==> src/rtl/biquad_pkg.sv <==
// Shared types and constants for the biquad MAC scheduler.
package biquad_pkg;

  localparam int DATAWIDTH_DFLT = 12;
  localparam int COEFWIDTH_DFLT = 16;

  // Accumulator width and output scaling shift at the default widths.
  localparam int ACCWIDTH = DATAWIDTH_DFLT + COEFWIDTH_DFLT + 5;
  localparam int SHIFT    = COEFWIDTH_DFLT - 2;

  // Tap issue order: feed-forward taps first, then the two feedback taps.
  localparam logic [2:0] TAP_B0 = 3'd0;
  localparam logic [2:0] TAP_B1 = 3'd1;
  localparam logic [2:0] TAP_B2 = 3'd2;
  localparam logic [2:0] TAP_A1 = 3'd3;
  localparam logic [2:0] TAP_A2 = 3'd4;

  typedef enum logic [1:0] {
    ST_IDLE = 2'd0,
    ST_MAC  = 2'd1,
    ST_OUT  = 2'd2
  } state_e;

  // Value substituted for the most-negative coefficient so its magnitude fits COEFWIDTH-1 bits.
  function automatic int coef_clamp(input int cw);
    return -((2 ** (cw - 1)) - 1);
  endfunction

endpackage

==> src/rtl/bq_sat.sv <==
// Signed saturator: clamps an IN_W-bit signed value into OUT_W bits.
module bq_sat #(
  parameter int IN_W  = 19,
  parameter int OUT_W = 12
) (
  input  logic signed [IN_W-1:0]  din_i,
  output logic signed [OUT_W-1:0] dout_o
);

  localparam logic signed [IN_W-1:0] MAX_V = IN_W'((2 ** (OUT_W - 1)) - 1);
  localparam logic signed [IN_W-1:0] MIN_V = ~MAX_V;

  // Clip to the representable range, otherwise pass the low bits through.
  always_comb begin
    if (din_i > MAX_V) begin
      dout_o = MAX_V[OUT_W-1:0];
    end else if (din_i < MIN_V) begin
      dout_o = MIN_V[OUT_W-1:0];
    end else begin
      dout_o = din_i[OUT_W-1:0];
    end
  end

endmodule

==> src/rtl/biquad_mac_sched.sv <==
// Direct-form-I biquad sequencer sharing one external unsigned multiplier over five taps.
// Optional macro BQ_MULT_PIPE_EN: registers the multiplier result (and its sign) before
// accumulation, stretching MAC to six cycles.
//
//   state   | meaning
//   IDLE    | waiting for a sample; clear zeroes the filter history here
//   MAC     | one tap per cycle through the shared multiplier
//   OUT     | result presented, held until out_ready
module biquad_mac_sched
  import biquad_pkg::*;
#(
  parameter int DATAWIDTH = DATAWIDTH_DFLT,
  parameter int COEFWIDTH = COEFWIDTH_DFLT
) (
  input  logic                              clk,
  input  logic                              nreset,
  input  logic                              clear,
  input  logic                              in_valid,
  output logic                              in_ready,
  input  logic [DATAWIDTH-1:0]              in_data,
  input  logic [COEFWIDTH-1:0]              coef_b0,
  input  logic [COEFWIDTH-1:0]              coef_b1,
  input  logic [COEFWIDTH-1:0]              coef_b2,
  input  logic [COEFWIDTH-1:0]              coef_a1,
  input  logic [COEFWIDTH-1:0]              coef_a2,
  output logic [COEFWIDTH-2:0]              mul_a,
  output logic [DATAWIDTH+2:0]              mul_b,
  input  logic [DATAWIDTH+COEFWIDTH+1:0]    mul_r,
  output logic                              out_valid,
  input  logic                              out_ready,
  output logic [DATAWIDTH-1:0]              out_data
);

  localparam int OPW  = DATAWIDTH + 3;
  localparam int PRW  = DATAWIDTH + COEFWIDTH + 2;
  // Package values are for the default widths; follow any parameter override.
  localparam int ACCW = ACCWIDTH + (DATAWIDTH - DATAWIDTH_DFLT) + (COEFWIDTH - COEFWIDTH_DFLT);
  localparam int SH   = SHIFT + (COEFWIDTH - COEFWIDTH_DFLT);
  localparam int YW   = ACCW - SH;

  localparam logic signed [COEFWIDTH-1:0] COEF_MOST_NEG = {1'b1, {(COEFWIDTH-1){1'b0}}};
  localparam logic signed [COEFWIDTH-1:0] COEF_CLAMP    = COEFWIDTH'(coef_clamp(COEFWIDTH));

`ifdef BQ_MULT_PIPE_EN
  localparam logic [2:0] LAST_CNT = 3'd5;
`else
  localparam logic [2:0] LAST_CNT = 3'd4;
`endif

  state_e                       state_q, state_d;
  logic [2:0]                   cnt_q, cnt_d;
  logic signed [ACCW-1:0]       acc_q, acc_d;
  logic signed [DATAWIDTH-1:0]  x_q, x_d, x1_q, x1_d, x2_q, x2_d;
  logic signed [OPW-1:0]        y1_q, y1_d, y2_q, y2_d;
  logic signed [COEFWIDTH-1:0]  b0_q, b0_d, b1_q, b1_d, b2_q, b2_d, a1_q, a1_d, a2_q, a2_d;
  logic signed [DATAWIDTH-1:0]  out_q, out_d;

  logic signed [COEFWIDTH-1:0]  coef_sel, coef_cl;
  logic signed [OPW-1:0]        op_sel;
  logic [COEFWIDTH-2:0]         coef_mag;
  logic [OPW-1:0]               op_mag;
  logic                         coef_neg, op_neg, tap_live, sgn_now;
  logic [PRW-1:0]               prod_use;
  logic                         sgn_use, acc_en;
  logic signed [ACCW-1:0]       term_pos, acc_sum;
  logic signed [YW-1:0]         yfull;
  logic signed [OPW-1:0]        y_state;
  logic signed [DATAWIDTH-1:0]  y_out;

  // Pick the coefficient/operand pair for the current tap and split into sign and magnitude.
  always_comb begin
    coef_sel = '0;
    op_sel   = '0;
    case (cnt_q)
      TAP_B0:  begin coef_sel = b0_q; op_sel = OPW'(x_q);  end
      TAP_B1:  begin coef_sel = b1_q; op_sel = OPW'(x1_q); end
      TAP_B2:  begin coef_sel = b2_q; op_sel = OPW'(x2_q); end
      TAP_A1:  begin coef_sel = a1_q; op_sel = y1_q;       end
      TAP_A2:  begin coef_sel = a2_q; op_sel = y2_q;       end
      default: begin coef_sel = '0;   op_sel = '0;         end
    endcase
    coef_cl  = (coef_sel == COEF_MOST_NEG) ? COEF_CLAMP : coef_sel;
    coef_neg = coef_cl[COEFWIDTH-1];
    coef_mag = coef_neg ? (COEFWIDTH-1)'(-coef_cl) : coef_cl[COEFWIDTH-2:0];
    op_neg   = op_sel[OPW-1];
    op_mag   = op_neg ? -op_sel : op_sel;
    tap_live = (state_q == ST_MAC) && (cnt_q <= TAP_A2);
    mul_a    = tap_live ? coef_mag : '0;
    mul_b    = tap_live ? op_mag : '0;
    // Feedback taps are subtracted, hence the extra inversion from TAP_A1 on.
    sgn_now  = coef_neg ^ op_neg ^ (cnt_q >= TAP_A1);
  end

`ifdef BQ_MULT_PIPE_EN
  logic [PRW-1:0] prod_q;
  logic           sgn_q;

  // Product and its sign travel together so the accumulate lags the multiply by one cycle.
  always_ff @(posedge clk or negedge nreset) begin
    if (!nreset) begin
      prod_q <= '0;
      sgn_q  <= 1'b0;
    end else begin
      prod_q <= mul_r;
      sgn_q  <= sgn_now;
    end
  end

  assign prod_use = prod_q;
  assign sgn_use  = sgn_q;
  assign acc_en   = (state_q == ST_MAC) && (cnt_q != TAP_B0);
`else
  assign prod_use = mul_r;
  assign sgn_use  = sgn_now;
  assign acc_en   = (state_q == ST_MAC);
`endif

  // Signed accumulate of the current product, then rescale from Q2.14 back to sample units.
  always_comb begin
    term_pos = $signed(ACCW'(prod_use));
    acc_sum  = acc_q;
    if (acc_en) begin
      acc_sum = sgn_use ? (acc_q - term_pos) : (acc_q + term_pos);
    end
    yfull = YW'(acc_sum >>> SH);
  end

  bq_sat #(.IN_W(YW), .OUT_W(OPW)) u_sat_state (
    .din_i  (yfull),
    .dout_o (y_state)
  );

  bq_sat #(.IN_W(YW), .OUT_W(DATAWIDTH)) u_sat_out (
    .din_i  (yfull),
    .dout_o (y_out)
  );

  // Next-state and datapath updates for the sequencer.
  always_comb begin
    state_d = state_q;
    cnt_d   = cnt_q;
    acc_d   = acc_q;
    x_d     = x_q;
    x1_d    = x1_q;
    x2_d    = x2_q;
    y1_d    = y1_q;
    y2_d    = y2_q;
    b0_d    = b0_q;
    b1_d    = b1_q;
    b2_d    = b2_q;
    a1_d    = a1_q;
    a2_d    = a2_q;
    out_d   = out_q;
    case (state_q)
      ST_IDLE: begin
        if (clear) begin
          x1_d = '0;
          x2_d = '0;
          y1_d = '0;
          y2_d = '0;
        end else if (in_valid) begin
          x_d     = $signed(in_data);
          b0_d    = $signed(coef_b0);
          b1_d    = $signed(coef_b1);
          b2_d    = $signed(coef_b2);
          a1_d    = $signed(coef_a1);
          a2_d    = $signed(coef_a2);
          cnt_d   = TAP_B0;
          acc_d   = '0;
          state_d = ST_MAC;
        end
      end
      ST_MAC: begin
        acc_d = acc_sum;
        cnt_d = cnt_q + 3'd1;
        if (cnt_q == LAST_CNT) begin
          y1_d    = y_state;
          y2_d    = y1_q;
          x2_d    = x1_q;
          x1_d    = x_q;
          out_d   = y_out;
          state_d = ST_OUT;
        end
      end
      ST_OUT: begin
        if (out_ready) begin
          state_d = ST_IDLE;
        end
      end
      default: state_d = ST_IDLE;
    endcase
  end

  // State and datapath registers; reset discards any partial sum and the filter history.
  always_ff @(posedge clk or negedge nreset) begin
    if (!nreset) begin
      state_q <= ST_IDLE;
      cnt_q   <= '0;
      acc_q   <= '0;
      x_q     <= '0;
      x1_q    <= '0;
      x2_q    <= '0;
      y1_q    <= '0;
      y2_q    <= '0;
      b0_q    <= '0;
      b1_q    <= '0;
      b2_q    <= '0;
      a1_q    <= '0;
      a2_q    <= '0;
      out_q   <= '0;
    end else begin
      state_q <= state_d;
      cnt_q   <= cnt_d;
      acc_q   <= acc_d;
      x_q     <= x_d;
      x1_q    <= x1_d;
      x2_q    <= x2_d;
      y1_q    <= y1_d;
      y2_q    <= y2_d;
      b0_q    <= b0_d;
      b1_q    <= b1_d;
      b2_q    <= b2_d;
      a1_q    <= a1_d;
      a2_q    <= a2_d;
      out_q   <= out_d;
    end
  end

  assign in_ready  = (state_q == ST_IDLE);
  assign out_valid = (state_q == ST_OUT);
  assign out_data  = out_q;

endmodule

==> config.mk <==
export PLATFORM = sky130hd
export DESIGN_NAME = biquad_mac_sched
export DESIGN_NICKNAME = d
export VERILOG_FILES = /design/src/rtl/biquad_pkg.sv /design/src/rtl/bq_sat.sv /design/src/rtl/biquad_mac_sched.sv
export SDC_FILE = /design/constraint.sdc
export NUM_CORES = 1
export LEC_CHECK = 0
export BUFFER_PORTS_ARGS = -buffer_cell sky130_fd_sc_hd__buf_4
export CORE_ASPECT_RATIO = 1.5
export CORE_UTILIZATION = 55
export DETAILED_ROUTE_END_ITERATION = 8
export PLACE_DENSITY_LB_ADDON = 0.05
export SYNTH_ARGS = -nofsm -noshare
export SYNTH_HDL_FRONTEND = slang
export SYNTH_SLANG_ARGS = --single-unit
==> constraint.sdc <==
create_clock -name clk -period 13 [get_ports clk]
set_input_delay 2.6 -clock clk [delete_from_list [all_inputs] [get_ports clk]]
set_output_delay 2.6 -clock clk [all_outputs]
set_load 0.05 [all_outputs]
==> impl_metrics.toml <==
[outcome]
run_status = "finished, final reports clean"

[setup_path]
cell_type_group_with_the_largest_total_delay_on_the_critical_path = "compound AO/OA/AOI/OAI gates"
critical_path.startpoint_type = "flop"
worst_ep_arrival_time_ns = 5.54
cp-end-kind = "output pin"
worstPathCellList = "inv_1 -> ha_1 -> buf_4 -> a222oi_1 -> o21a_1 -> nor2_1 -> a41oi_1 -> ha_1 -> nand2_1 -> nor3_1 -> nand2_1 -> nand2_1 -> o21ai_0 -> xnor2_1 -> nor2_1 -> buf_4"
crit_path_max_fanout = 47
crit_path_frequent_cell = "nand2_1"
slowest_library_cell_on_the_worst_path = "dfrtp_2"
crit_type = "flop to output pin"
critical_path_required_time_ns = 10.40
critical_path_buf_inv_count = 3
critPathMaxStageDelay_ns = 1.06

[die]
die_width_um = 121
dieArea_um2 = 21700
start_util = 0.565
placementRows = 64
floorplan.die.height_um = 180
core_um2 = 20600
num_io_pins = 171

[clock_tree]
h-tree-depth = 4
cts_tree = "built"
clkTransAtPathRegs_ns = 0.07
cts.path.max_buffers = 2
clock_tree.root_cell = "clkbuf_16"
postCtsResizedCells = 0
cts_setup_buffers = 0
tritoncts_num_sinks = 196
cts.hold.buffers_added = 0
worst_skew_pair.late_latency_ns = 0.44
cts-buffers-inserted = 17

[placed_design]
placement.io_buffers = 170
gpl_wtd_cong = 0.986
post_place_cells = 1566
placement.cell_area_um2 = 13100
detailed_place_hpwl_um = 23200

[global_routing]
grt_start_max_net_pins = 116
first_global_vias = 9709
grt_first_pass_wirelength_um = 51400
gr_peak_layer = "met2"
globalRouteMet3Util = 0.0364
gr-usage-met1 = 0.378
grtUsageTotal = 0.303
grt.overflow.total = 0
grt_antenna_before_repair = 1
global_route.usage.met2 = 0.536

[synthesis]
asr_flop_ratio_synth = 1.00
yosysSeqAreaShare = 0.422
synthesis.yosys.warnings = 0
syn-mean-instance-area_um2 = 9.76
syn_nets = 1359
syn-cell-area_um2 = 11600
synthesis.instances = 1191
ys_ff_latch = 196
yosysUniqueCellTypes = 73
post_synth_top_flop = "dfrtp_1"
synth-edff-count = 0

[drt]
ant_nets = 0
wl_um = 32200
dr.first_iter.drc_count = 751
routed-via-count = 9811
routed_via_density = 6.14
drt-wirelength-per-cell_um = 20.1
post-route-drc-count = 0
detailedRoute.firstPassIterationCount = 5

[min_path]
type_of_the_tightest_min_delay_check = "flop to flop"

[timing]
timing.final.max_slew_violations = 0
timing.fmax_mhz = 123
grt_setup_unrepaired = "false"
final.period_utilization = 0.626
maxSlewHeadroom = 0.303
worst-slew-pin-transition_ns = 1.04
finalSetupViolCount = 0
timing.hold.ws_ns = 0.488
worst_clock_skew_ns = 0.00791
finalSetupTns_ns = 0
finalCriticalPeriod_ns = 8.14
final_hold_viol_count = 0

[finish]
final_common_cell = "dfrtp_1"
layout.cells.non_filler = 1599
layout.nets = 1489
multi_input_gate_area_um2 = 6390
areaGrowthSynthToFinish_pct = 17.3
fillerInstances = 1680
share_of_final_layout_standard_cells_stronger_than_drive_strength_1 = 0.250
top_library_cells_by_usage_in_the_layout_fill_and_taps_aside = "dfrtp_1 (195), buf_4 (181), nand2_1 (154), o21ai_0 (99), mux2_2 (95)"
area.sequential_um2 = 4910
final_design_area_no_fill_um2 = 13600

[job]
drv_cap = 0
[metal layers]
layer,share of wire,vias to the layer above
met5,0,-
met4,0.021,0
li1,-,4678
met3,0.042,36
met2,0.53,285
met1,0.41,4812
[final cells by class]
class,count,area share
antenna,1,0.000183
clock buffer,18,0.0315
clock inverter,14,0.00954
inverter,23,0.00633
multi-input combinational,901,0.468
sequential,196,0.360
tap,264,0.0242
timing repair buffer,182,0.101
[logic make-up (layout without fill, tap and decap cells)]
kind of cell    Yosys count  in the layout  share of synthesized area
flops                   196            196                      0.422
simple gates            317            317                      0.123
other cells               0              1                          0
mux                     110            110                      0.105
fa+ha+maj                41             41                     0.0448
buf+inv                  94            237                     0.0325
xor+xnor                 72             72                     0.0558
compound gates          361            361                      0.217
[flip-flops by register name, summed over array words and instances, names as in the netlist]
register / cells
out_data: 12
y1_q: 15
y2_q: 15
cnt_q: 3
x_q: 12
x1_q: 12
a1_q: 16
x2_q: 12
b2_q: 16
state_q: 2
acc_q: 33
b0_q: 16
a2_q: 16
b1_q: 16
[cells in the mapped netlist (4+ instances only)]
| master | number | area share |
|---|---|---|
| dfrtp_1 | 196 | 0.42 |
| nand2_1 | 154 | 0.050 |
| o21ai_0 | 100 | 0.043 |
| mux2_2 | 95 | 0.092 |
| nor2_1 | 65 | 0.021 |
| clkbuf_1 | 51 | 0.016 |
| a21oi_1 | 47 | 0.020 |
| xor2_1 | 43 | 0.032 |
| ha_1 | 40 | 0.043 |
| xnor2_1 | 28 | 0.021 |
| a22oi_1 | 27 | 0.017 |
| a22o_1 | 24 | 0.018 |
| inv_1 | 23 | 0.0074 |
| a21o_1 | 19 | 0.012 |
| a222oi_1 | 17 | 0.015 |
| a221o_1 | 16 | 0.014 |
| o31ai_1 | 16 | 0.010 |
| mux2i_1 | 15 | 0.013 |
| nor3_1 | 14 | 0.0060 |
| buf_1 | 12 | 0.0039 |
| nand3_1 | 12 | 0.0052 |
| o22ai_1 | 12 | 0.0065 |
| or3_1 | 12 | 0.0065 |
| nand2b_1 | 11 | 0.0059 |
| o221ai_1 | 11 | 0.0083 |
| nand4_1 | 9 | 0.0048 |
| and2_1 | 8 | 0.0043 |
| a211oi_1 | 7 | 0.0045 |
| and3_1 | 7 | 0.0038 |
| o21a_1 | 7 | 0.0045 |
| o41ai_1 | 7 | 0.0053 |
| nor2b_1 | 6 | 0.0032 |
| o211ai_1 | 6 | 0.0039 |
| buf_2 | 5 | 0.0022 |
| a31oi_1 | 4 | 0.0022 |
| a41oi_1 | 4 | 0.0030 |
| nor4_1 | 4 | 0.0022 |
| or4_1 | 4 | 0.0026 |
[through the flow]
step                       util  setup WS [ns]
final                     0.663           4.86
after global routing      0.663           4.44
after CTS                 0.663           4.88
after detailed placement  0.636           4.75
after global placement    0.636           4.88
after floorplan               -           5.47
[worst paths after layout]
path,startpoint,end,slack [ns],cells past startpoint
max in group asynchronous,nreset,acc_q[20],9.21,2
max,cnt_q[2],mul_a[12],4.86,16
min,acc_q[0],acc_q[0],0.49,2
max reg2reg,cnt_q[2],out_data[5],5.20,19
min reg2reg,acc_q[0],acc_q[0],0.49,2
min in group asynchronous,nreset,x_q[4],2.23,1
[tightest hold or removal path, cell delays in order, from the launching register on]
cell     delay (ns)
dfrtp_1        0.34
nand2_1        0.04
o21ai_0        0.06
Power is not shown: default switching activity piles up to over one toggle a cycle in this logic, so the estimate is an artifact.
